**src/rtl/vec_mag.sv**
```systemverilog
// rtl/vec_mag.sv - fixed-point vector magnitude via serial squarer and an external sqrt responder.
// Build option: define VEC_MAG_SAT_EN to saturate the radicand on overflow instead of wrapping.
module vec_mag #(
  parameter int WIDTH = 32,
  parameter int FBITS = 16
) (
  input  logic             clk,
  input  logic             rst,
  input  logic             start,
  input  logic [WIDTH-1:0] vx,
  input  logic [WIDTH-1:0] vy,
  output logic             busy,
  output logic             done,
  output logic [WIDTH-1:0] mag,
  output logic             ovf,
  output logic             sqrt_start,
  output logic [WIDTH-1:0] sqrt_rad,
  input  logic             sqrt_done,
  input  logic [WIDTH-1:0] sqrt_root
);

  localparam int CW = $clog2(WIDTH);

  localparam logic [2:0] S_IDLE      = 3'd0;
  localparam logic [2:0] S_ABS       = 3'd1;
  localparam logic [2:0] S_MUL_X     = 3'd2;
  localparam logic [2:0] S_MUL_Y     = 3'd3;
  localparam logic [2:0] S_SUM       = 3'd4;
  localparam logic [2:0] S_SQRT_REQ  = 3'd5;
  localparam logic [2:0] S_SQRT_WAIT = 3'd6;
  localparam logic [2:0] S_DONE      = 3'd7;

`ifdef VEC_MAG_SAT_EN
  localparam bit SAT_EN = 1'b1;
`else
  localparam bit SAT_EN = 1'b0;
`endif

  logic [2:0]         state_q, state_d;
  logic [WIDTH-1:0]   vx_q, vx_d, vy_q, vy_d;
  logic [WIDTH-1:0]   ay_q, ay_d;
  logic [2*WIDTH-1:0] mcand_q, mcand_d;
  logic [WIDTH-1:0]   mplier_q, mplier_d;
  logic [2*WIDTH-1:0] acc_q, acc_d;
  logic [CW-1:0]      bit_q, bit_d;
  logic [WIDTH-1:0]   sqx_q, sqx_d;
  logic               ovf_pend_q, ovf_pend_d;
  logic [WIDTH-1:0]   rad_q, rad_d;
  logic [WIDTH-1:0]   mag_q, mag_d;
  logic               ovf_q, ovf_d;

  logic [2*WIDTH-1:0] prod;
  logic               sq_hi_nz;
  logic [WIDTH-1:0]   sq_lo;
  logic [WIDTH:0]     sum_w;
  logic               sum_ovf;
  logic               last_bit;
  logic [WIDTH-1:0]   ax;

  // The most negative value has no positive twin, so it clamps to the largest positive one.
  function automatic logic [WIDTH-1:0] sat_abs(input logic [WIDTH-1:0] v);
    logic [WIDTH-1:0] r;
    if (v == {1'b1, {(WIDTH-1){1'b0}}})
      r = {1'b0, {(WIDTH-1){1'b1}}};
    else if (v[WIDTH-1])
      r = -v;
    else
      r = v;
    return r;
  endfunction

  always_comb begin
    state_d    = state_q;
    vx_d       = vx_q;
    vy_d       = vy_q;
    ay_d       = ay_q;
    mcand_d    = mcand_q;
    mplier_d   = mplier_q;
    acc_d      = acc_q;
    bit_d      = bit_q;
    sqx_d      = sqx_q;
    ovf_pend_d = ovf_pend_q;
    rad_d      = rad_q;
    mag_d      = mag_q;
    ovf_d      = ovf_q;

    prod     = acc_q + (mplier_q[0] ? mcand_q : '0);
    sq_hi_nz = |prod[2*WIDTH-1:WIDTH+FBITS];
    sq_lo    = prod[WIDTH+FBITS-1:FBITS];
    sum_w    = {1'b0, sqx_q} + {1'b0, acc_q[WIDTH+FBITS-1:FBITS]};
    sum_ovf  = ovf_pend_q | sum_w[WIDTH];
    last_bit = (bit_q == CW'(WIDTH-1));
    ax       = sat_abs(vx_q);

    case (state_q)
      S_IDLE: begin
        if (start) begin
          vx_d    = vx;
          vy_d    = vy;
          state_d = S_ABS;
        end
      end
      S_ABS: begin
        mcand_d    = {{WIDTH{1'b0}}, ax};
        mplier_d   = ax;
        ay_d       = sat_abs(vy_q);
        acc_d      = '0;
        bit_d      = '0;
        ovf_pend_d = 1'b0;
        state_d    = S_MUL_X;
      end
      S_MUL_X: begin
        acc_d    = prod;
        mcand_d  = mcand_q << 1;
        mplier_d = mplier_q >> 1;
        bit_d    = bit_q + 1'b1;
        if (last_bit) begin
          // Park the x square and reload the shared accumulator for y.
          sqx_d      = sq_lo;
          ovf_pend_d = sq_hi_nz;
          acc_d      = '0;
          mcand_d    = {{WIDTH{1'b0}}, ay_q};
          mplier_d   = ay_q;
          bit_d      = '0;
          state_d    = S_MUL_Y;
        end
      end
      S_MUL_Y: begin
        acc_d    = prod;
        mcand_d  = mcand_q << 1;
        mplier_d = mplier_q >> 1;
        bit_d    = bit_q + 1'b1;
        if (last_bit) begin
          ovf_pend_d = ovf_pend_q | sq_hi_nz;
          state_d    = S_SUM;
        end
      end
      S_SUM: begin
        rad_d      = (sum_ovf && SAT_EN) ? {WIDTH{1'b1}} : sum_w[WIDTH-1:0];
        ovf_pend_d = sum_ovf;
        acc_d      = '0;
        state_d    = S_SQRT_REQ;
      end
      S_SQRT_REQ: begin
        state_d = S_SQRT_WAIT;
      end
      S_SQRT_WAIT: begin
        if (sqrt_done) begin
          mag_d   = sqrt_root;
          ovf_d   = ovf_pend_q;
          state_d = S_DONE;
        end
      end
      S_DONE: begin
        state_d = S_IDLE;
      end
      default: begin
        state_d = S_IDLE;
      end
    endcase
  end

  always_ff @(posedge clk) begin
    if (rst) begin
      state_q    <= S_IDLE;
      vx_q       <= '0;
      vy_q       <= '0;
      ay_q       <= '0;
      mcand_q    <= '0;
      mplier_q   <= '0;
      acc_q      <= '0;
      bit_q      <= '0;
      sqx_q      <= '0;
      ovf_pend_q <= 1'b0;
      rad_q      <= '0;
      mag_q      <= '0;
      ovf_q      <= 1'b0;
    end else begin
      state_q    <= state_d;
      vx_q       <= vx_d;
      vy_q       <= vy_d;
      ay_q       <= ay_d;
      mcand_q    <= mcand_d;
      mplier_q   <= mplier_d;
      acc_q      <= acc_d;
      bit_q      <= bit_d;
      sqx_q      <= sqx_d;
      ovf_pend_q <= ovf_pend_d;
      rad_q      <= rad_d;
      mag_q      <= mag_d;
      ovf_q      <= ovf_d;
    end
  end

  assign busy       = (state_q != S_IDLE);
  assign done       = (state_q == S_DONE);
  assign sqrt_start = (state_q == S_SQRT_REQ);
  assign sqrt_rad   = rad_q;
  assign mag        = mag_q;
  assign ovf        = ovf_q;

endmodule

```
**config.mk**
```make
export PLATFORM = sky130hd
export DESIGN_NAME = vec_mag
export DESIGN_NICKNAME = d
export VERILOG_FILES = /design/src/rtl/vec_mag.sv
export SDC_FILE = /design/constraint.sdc
export NUM_CORES = 1
export LEC_CHECK = 0
export BUFFER_PORTS_ARGS = -buffer_cell sky130_fd_sc_hd__buf_2
export CAP_MARGIN = 20
export CELL_PAD_IN_SITES_DETAIL_PLACEMENT = 2
export CELL_PAD_IN_SITES_GLOBAL_PLACEMENT = 2
export CORE_UTILIZATION = 38
export CTS_CLUSTER_SIZE = 10
export DETAILED_ROUTE_END_ITERATION = 6
export GPL_TIMING_DRIVEN = 0
export PLACE_DENSITY = 0.93
export SKIP_CTS_REPAIR_TIMING = 1
export SYNTH_ARGS = -nofsm -noshare
export SYNTH_HDL_FRONTEND = slang
export SYNTH_SLANG_ARGS = --single-unit
```
**constraint.sdc**
```tcl
create_clock -name clk -period 8.66 [get_ports clk]
set_clock_uncertainty 0.15 [all_clocks]
set_input_delay 1.299 -clock clk [delete_from_list [all_inputs] [get_ports clk]]
set_output_delay 1.299 -clock clk [all_outputs]
set_load 0.05 [all_outputs]
```
* Word-level counts from Yosys, hierarchy flattened
Cells that the tools add are included.
** Storage, ports and cells
- Output and inout bits :: 68
- Word-level logic and storage cells :: 67
- Bits of input ports :: 100
- Register bits :: 362
** Cells by class
- Equality and inequality tests :: 14
- $add $sub $neg :: 5
- Mux-type cells :: 21
- Bitwise gates (word level) :: 2
- Reductions and logical operators :: 12
** Operators by type and width (number)
- $pmux 64 s3 :: 2
- $mux 64 :: 3
- $mux 32 :: 5
- $pmux 32 s3 :: 1
- $add 64x64->64 :: 1
- $eq 32x32->1 const B :: 2
- $neg 32->32 :: 2
- $add 32x32->33 :: 1
- $pmux 3 s8 :: 1
- $reduce_or 16->1 :: 1
- $pmux 5 s3 :: 1
- $eq 3x3->1 const B :: 4
- $mux 3 :: 4
- $reduce_bool 3->1 :: 3
- $ne 2x2->1 const B :: 4
- $eq 3x2->1 const B :: 2
- $reduce_and 2->1 :: 3
- $add 5x1->5 const B :: 1
- $eq 5x5->1 const B :: 1
- $mux 5 :: 1
- $pmux 1 s4 :: 1
- $reduce_and 4->1 :: 1
- $reduce_bool 4->1 :: 1
- $eq 3x1->1 const B :: 1
- other kinds (5) :: 7

* Depth between registers and ports, before layout
- Depth after elaboration :: 6
- Gate-level depth with buffers :: 16
- Depth with buffers taken out :: 14

* Least setup slack after synthesis
OpenSTA, ideal clock, no wires.
- Path type :: flip-flop to flip-flop
- Start point :: register mplier_q[0]
- End point :: register ovf_pend_q
- Required time :: 8.383 ns
- Path buffers :: 2
- Setup time :: 0.127 ns
- Clock period less this slack :: 4.084 ns
- Stages on the path, launching flop included :: 16
- Setup slack :: 4.576 ns
- Arrival :: 3.807 ns
- Cell sequence :: dfxtp_1 > clkbuf_1 > clkbuf_1 > and2_1 > ha_1 > and3_1 > a221o_1 > or3b_1 > o21a_1 > or2_2 > a31o_2 > o221a_2 > a2111oi_0 > nor4b_1 > nor4b_1 > a31oi_1
** Between the ends
- Longest elaborated chain between the ends :: 6
- Elaborated cells between the ends (all ways) :: 7
- Classes of those cells :: 1 x add/sub; 4 x mux; 1 x bitwise; 1 x reduce/logical
** Ends and longest elaborated chain
- start: declaration :: RTL line 43 : logic [WIDTH-1:0] mplier_q, mplier_d;
- start signal: assignment :: RTL line 184 : mplier_q <= mplier_d;
- $mux 64 * :: RTL line 87 : prod = acc_q + (mplier_q[0] ? mcand_q : '0);
- $add 64x64->64 * :: RTL line 87
- $reduce_or 16->1 * :: RTL line 88 : sq_hi_nz = |prod[2*WIDTH-1:WIDTH+FBITS];
- $or 1x1->1 :: RTL line 134 : ovf_pend_d = ovf_pend_q | sq_hi_nz;
- $mux 1 :: RTL line 133 : if (last_bit) begin
- $pmux 1 s4 * :: RTL line 95 : case (state_q)
- end signal: assignment :: RTL line 188 : ovf_pend_q <= ovf_pend_d;
- end: declaration :: RTL line 47 : logic ovf_pend_q, ovf_pend_d;
Every way passes the cells marked *; elsewhere a longest branch is shown, timed or not. The select of a mux whose other input is x is not followed.
A chain may end at the register's enable or synchronous reset.

* Final worst setup path
Same ends and word-level chain as after synthesis.

==> impl_summary.md <==
Layout
The share of post-route cells with drive strength above 1 is 0.08718. The layout filler cell count is 6,071. The area added between synthesis and finish is 15.04%. The count of inserted antenna diode cells is 0. In the final design database the tool counted 3,082 nets. In the final layout, the multi-input gates occupy 0.01230 mm². The storage element area is slightly above 0.007 mm².

STA
Setup repair after global routing left no endpoint under its margin. The achievable frequency is roughly 170 MHz. The remaining max-slew budget at the tightest pin is 0.2157. The period utilization is 0.6654. Summed over all failing endpoints, the final setup total negative slack is 0 ns. The total count of max-transition violations in the final report is 0. The clock period minus worst slack is 5.762 ns. The total count of hold-check failures in the final report is 0. The slew of the pin with the lowest slew margin is 1.176 ns. On the final layout, the worst hold slack is 0.2997 ns. Setup violations remaining at the end of the flow were counted as 0.

Synth
In this run, synthesis produced a sequential element count of 362. In this run, distinct cell masters in the synthesized netlist total a little under 70. The Yosys warning count is 0. The fraction of post-synthesis cell area in the top cell type by area is 0.3561. The cell type with the largest total area after synthesis is dfxtp_1. In this run, synthesis inferred 0 flip-flops with an integrated enable. Ranked by instance count, the synthesized netlist is headed by nand2_1, dfxtp_1, a21oi_1. The synthesized netlist occupies a cell area of 0.02035 mm². By area the synthesized netlist is led by dfxtp_1, nand2_1, a21oi_1, ha_1, nor2_1. The number of nets handed over by synthesis was between 2,000 and 3,000. In the synthesized netlist the dominant register cell turns out to be dfxtp_1.

The share of synthesized flip-flops with an asynchronous set or reset is 0. Yosys instantiated no cell more often than nand2_1. The sequential element share of the synthesized area is 0.3561. The average instance area after synthesis is about 7.6 µm². The gate count after technology mapping is 2,666.

Worst setup path
Of all nets on the critical path, the largest fanout is 10. The critical path start-end classification is register to register. The worst setup path is launched from a register.

For this run, the slowest stage of the critical path takes between 0.8 and 0.9 ns. The endpoint required time on the critical path is 9.02 ns. For the worst flop-to-flop path, the logic depth is 16. The worst setup path is captured at a register. Walking the worst path, the cells encountered are clkbuf_1 -> clkbuf_1 -> and2_1 -> ha_1 -> clkbuf_1 -> nand4_1 -> or2_2 -> nor3_1 -> nand2b_1 -> o21ai_0 -> o21ai_0 -> nor4b_1 -> a2111oi_0 -> nor4b_1 -> nor4b_1 -> a31oi_1.

On the critical path, the stage with the largest delay is an instance of o21ai_0. STA puts the critical path data arrival time at approximately 6.1 ns.

Drt
The top metal layer carrying routed signals is met5. After detailed routing, the average wire length per cell comes to between 20 and 25 µm. In the routed layout, each cell is associated on average with a via count of 5.833.

The number of nets with antenna violations after detailed routing is 0. The routed length on met2 is 43.43 mm. The total DRC errors in the routed layout is 10.

For this block, wires on met1 add up to 35.11 mm. The total routed wirelength is 85.75 mm. The via count is about 21,000. The number of iterations in the first detailed-routing pass is 7.

After the first detailed-routing iteration, the DRC count stood at 927. The met3 wirelength from detailed routing is 3.385 mm.

CTS
The clock passes through at most 3 buffers. The count of clock tree sinks is 362. Clock-pin slew was measured on the worst setup and hold paths at 0.06 ns. The tree is rooted in a clkbuf_16. The number of H-tree branching levels is 2. The TritonCTS clock tree is yes. For the worst-skew pair, the clock arrives at the later sink with an insertion delay of 0.64 ns.

In this run, CTS created clock tree buffers numbering 45.

Global route
The number of global-route vias before repair is 22,992. The number of antenna violations at the first check in global routing is 1. For this run, the total global-route usage over all layers was measured as 0.3120. Entering global routing, the biggest net connects 15 pins.

The first global-routing pass estimated between 100 and 150 mm of wire. The total global routing overflow is 0.

Place
In this run the tool buffered the top-level ports with 166 buffer cells. The weighted congestion at the end of routability-driven global placement is between 0.9 and 1. The wire-length estimate of the detail-placed layout is 64.97 mm.

Die
The initialized floorplan defines 84 standard-cell rows. From bottom edge to top edge, the die measures about 230 µm. For this configuration, the core starts out at a cell density of 0.3858.

In this run the horizontal extent of the chip is 233.4 µm. Pin placement for this block handled 168 I/O pins. The die covers 0.05449 mm².

The region available for standard cell placement spans approximately 0.053 mm².

Power and ir drop
In this run the static leakage power is around 9 nW. In this run the power density over the cells is 178.4 mW/mm². The worst supply voltage drop on vdd is between 100 and 150 µV.

Worst hold path
The path class of the tightest hold or removal check is register to register. The hold path depth is 2.

Job
The max capacitance violation total is 0.

Outcome
The run finished, with violations left. The final reports fail on DRC.
==> placed cells by master, fill, tap and decap left out, drive strengths merged, types with 24 or more instances in the layout <==
cell type	instances
clkbuf	236
a22oi	94
nand4	29
inv	30
xor2	74
buf	179
a211oi	132
ha	99
and2	71
a21o	43
o21ai	89
a21oi	301
nand3	29
nor2	299
o21a	24
nand2	473
nor3	26
dfxtp	362
xnor2	56
==> per-layer routing <==
| layer | up-vias | GRT usage |
|---|---|---|
| met4 | 2 | 0.1453 |
| met2 | 486 | 0.5718 |
| li1 | 9847 | - |
| met5 | - | 0 |
| met1 | 10424 | 0.3551 |
| met3 | 182 | 0.04211 |
==> stage by stage <==
stage | setup WS (ns) | total power (W) | instances | instance area (µm²) | util
after floorplan | 4.576 | 0.002153 | 2666 | 20350 | -
after global placement | 3.121 | 0.002335 | 3520 | 22040 | 0.4178
after detailed placement | 3.037 | 0.002384 | 3521 | 22050 | 0.4179
after CTS | 2.990 | 0.004198 | 3589 | 23400 | 0.4436
after global routing | 2.571 | 0.004312 | 3590 | 23410 | 0.4438
final | 2.898 | 0.004176 | 3590 | 23410 | 0.4438
==> registers in the layout, indices dropped and copies added, names as in the netlist <==
register	cells
ay_q	32
bit_q	5
vx_q	32
ovf_pend_q	1
mcand_q	64
state_q	3
acc_q	64
sqx_q	32
mag	32
ovf	1
mplier_q	32
sqrt_rad	32
vy_q	32
==> critical path, delay by kind of cell (launching register included) <==
family,cells,cell delay (ns)
AO/OA/AOI/OAI,4,1.60
adder cells (fa/ha/maj),1,0.12
buffers and inverters,3,1.39
flip-flops,1,0.34
AND/OR/NAND/NOR,8,2.04
==> area by class of cell <==
| cell class | count | area share |
|---|---|---|
| clock buffer | 61 | 0.05323 |
| tap | 688 | 0.03677 |
| buffer | 186 | 0.02998 |
| sequential | 362 | 0.3095 |
| inverter | 29 | 0.004649 |
| clock inverter | 7 | 0.004489 |
| multi-input combinational | 2089 | 0.5252 |
| timing repair buffer | 168 | 0.03618 |
==> report_power, final <==
group / switching [W] / internal (W) / total, W
registers: 0.0000718 / 0.00174 / 0.00181
clock network: 0.000800 / 0.00101 / 0.00181
logic: 0.000396 / 0.000161 / 0.000557
==> path summary, 6_finish.rpt <==
kind                                endpoint         start  slack [ns]
worst min register to register  sqrt_rad[20]  sqrt_rad[20]        0.30
worst max register to register    ovf_pend_q   mplier_q[0]        2.90
worst max-delay path              ovf_pend_q   mplier_q[0]        2.90
worst min-delay path            sqrt_rad[20]  sqrt_rad[20]        0.30
==> cells by family (layout without fill, tap and decap cells) <==
kind of cell | after synthesis | count (layout) | synth area share
buffers and inverters | 215 | 451 | 0.03983
DFF | 362 | 362 | 0.3561
and+or+nand+nor | 1050 | 1050 | 0.2294
AOI/OAI and AO/OA | 801 | 801 | 0.2525
muxes | 7 | 7 | 0.003443
xor gates and xnor gates | 130 | 130 | 0.05594
adders and majority gates | 101 | 101 | 0.06283
Power figures use the tool's default switching activity.
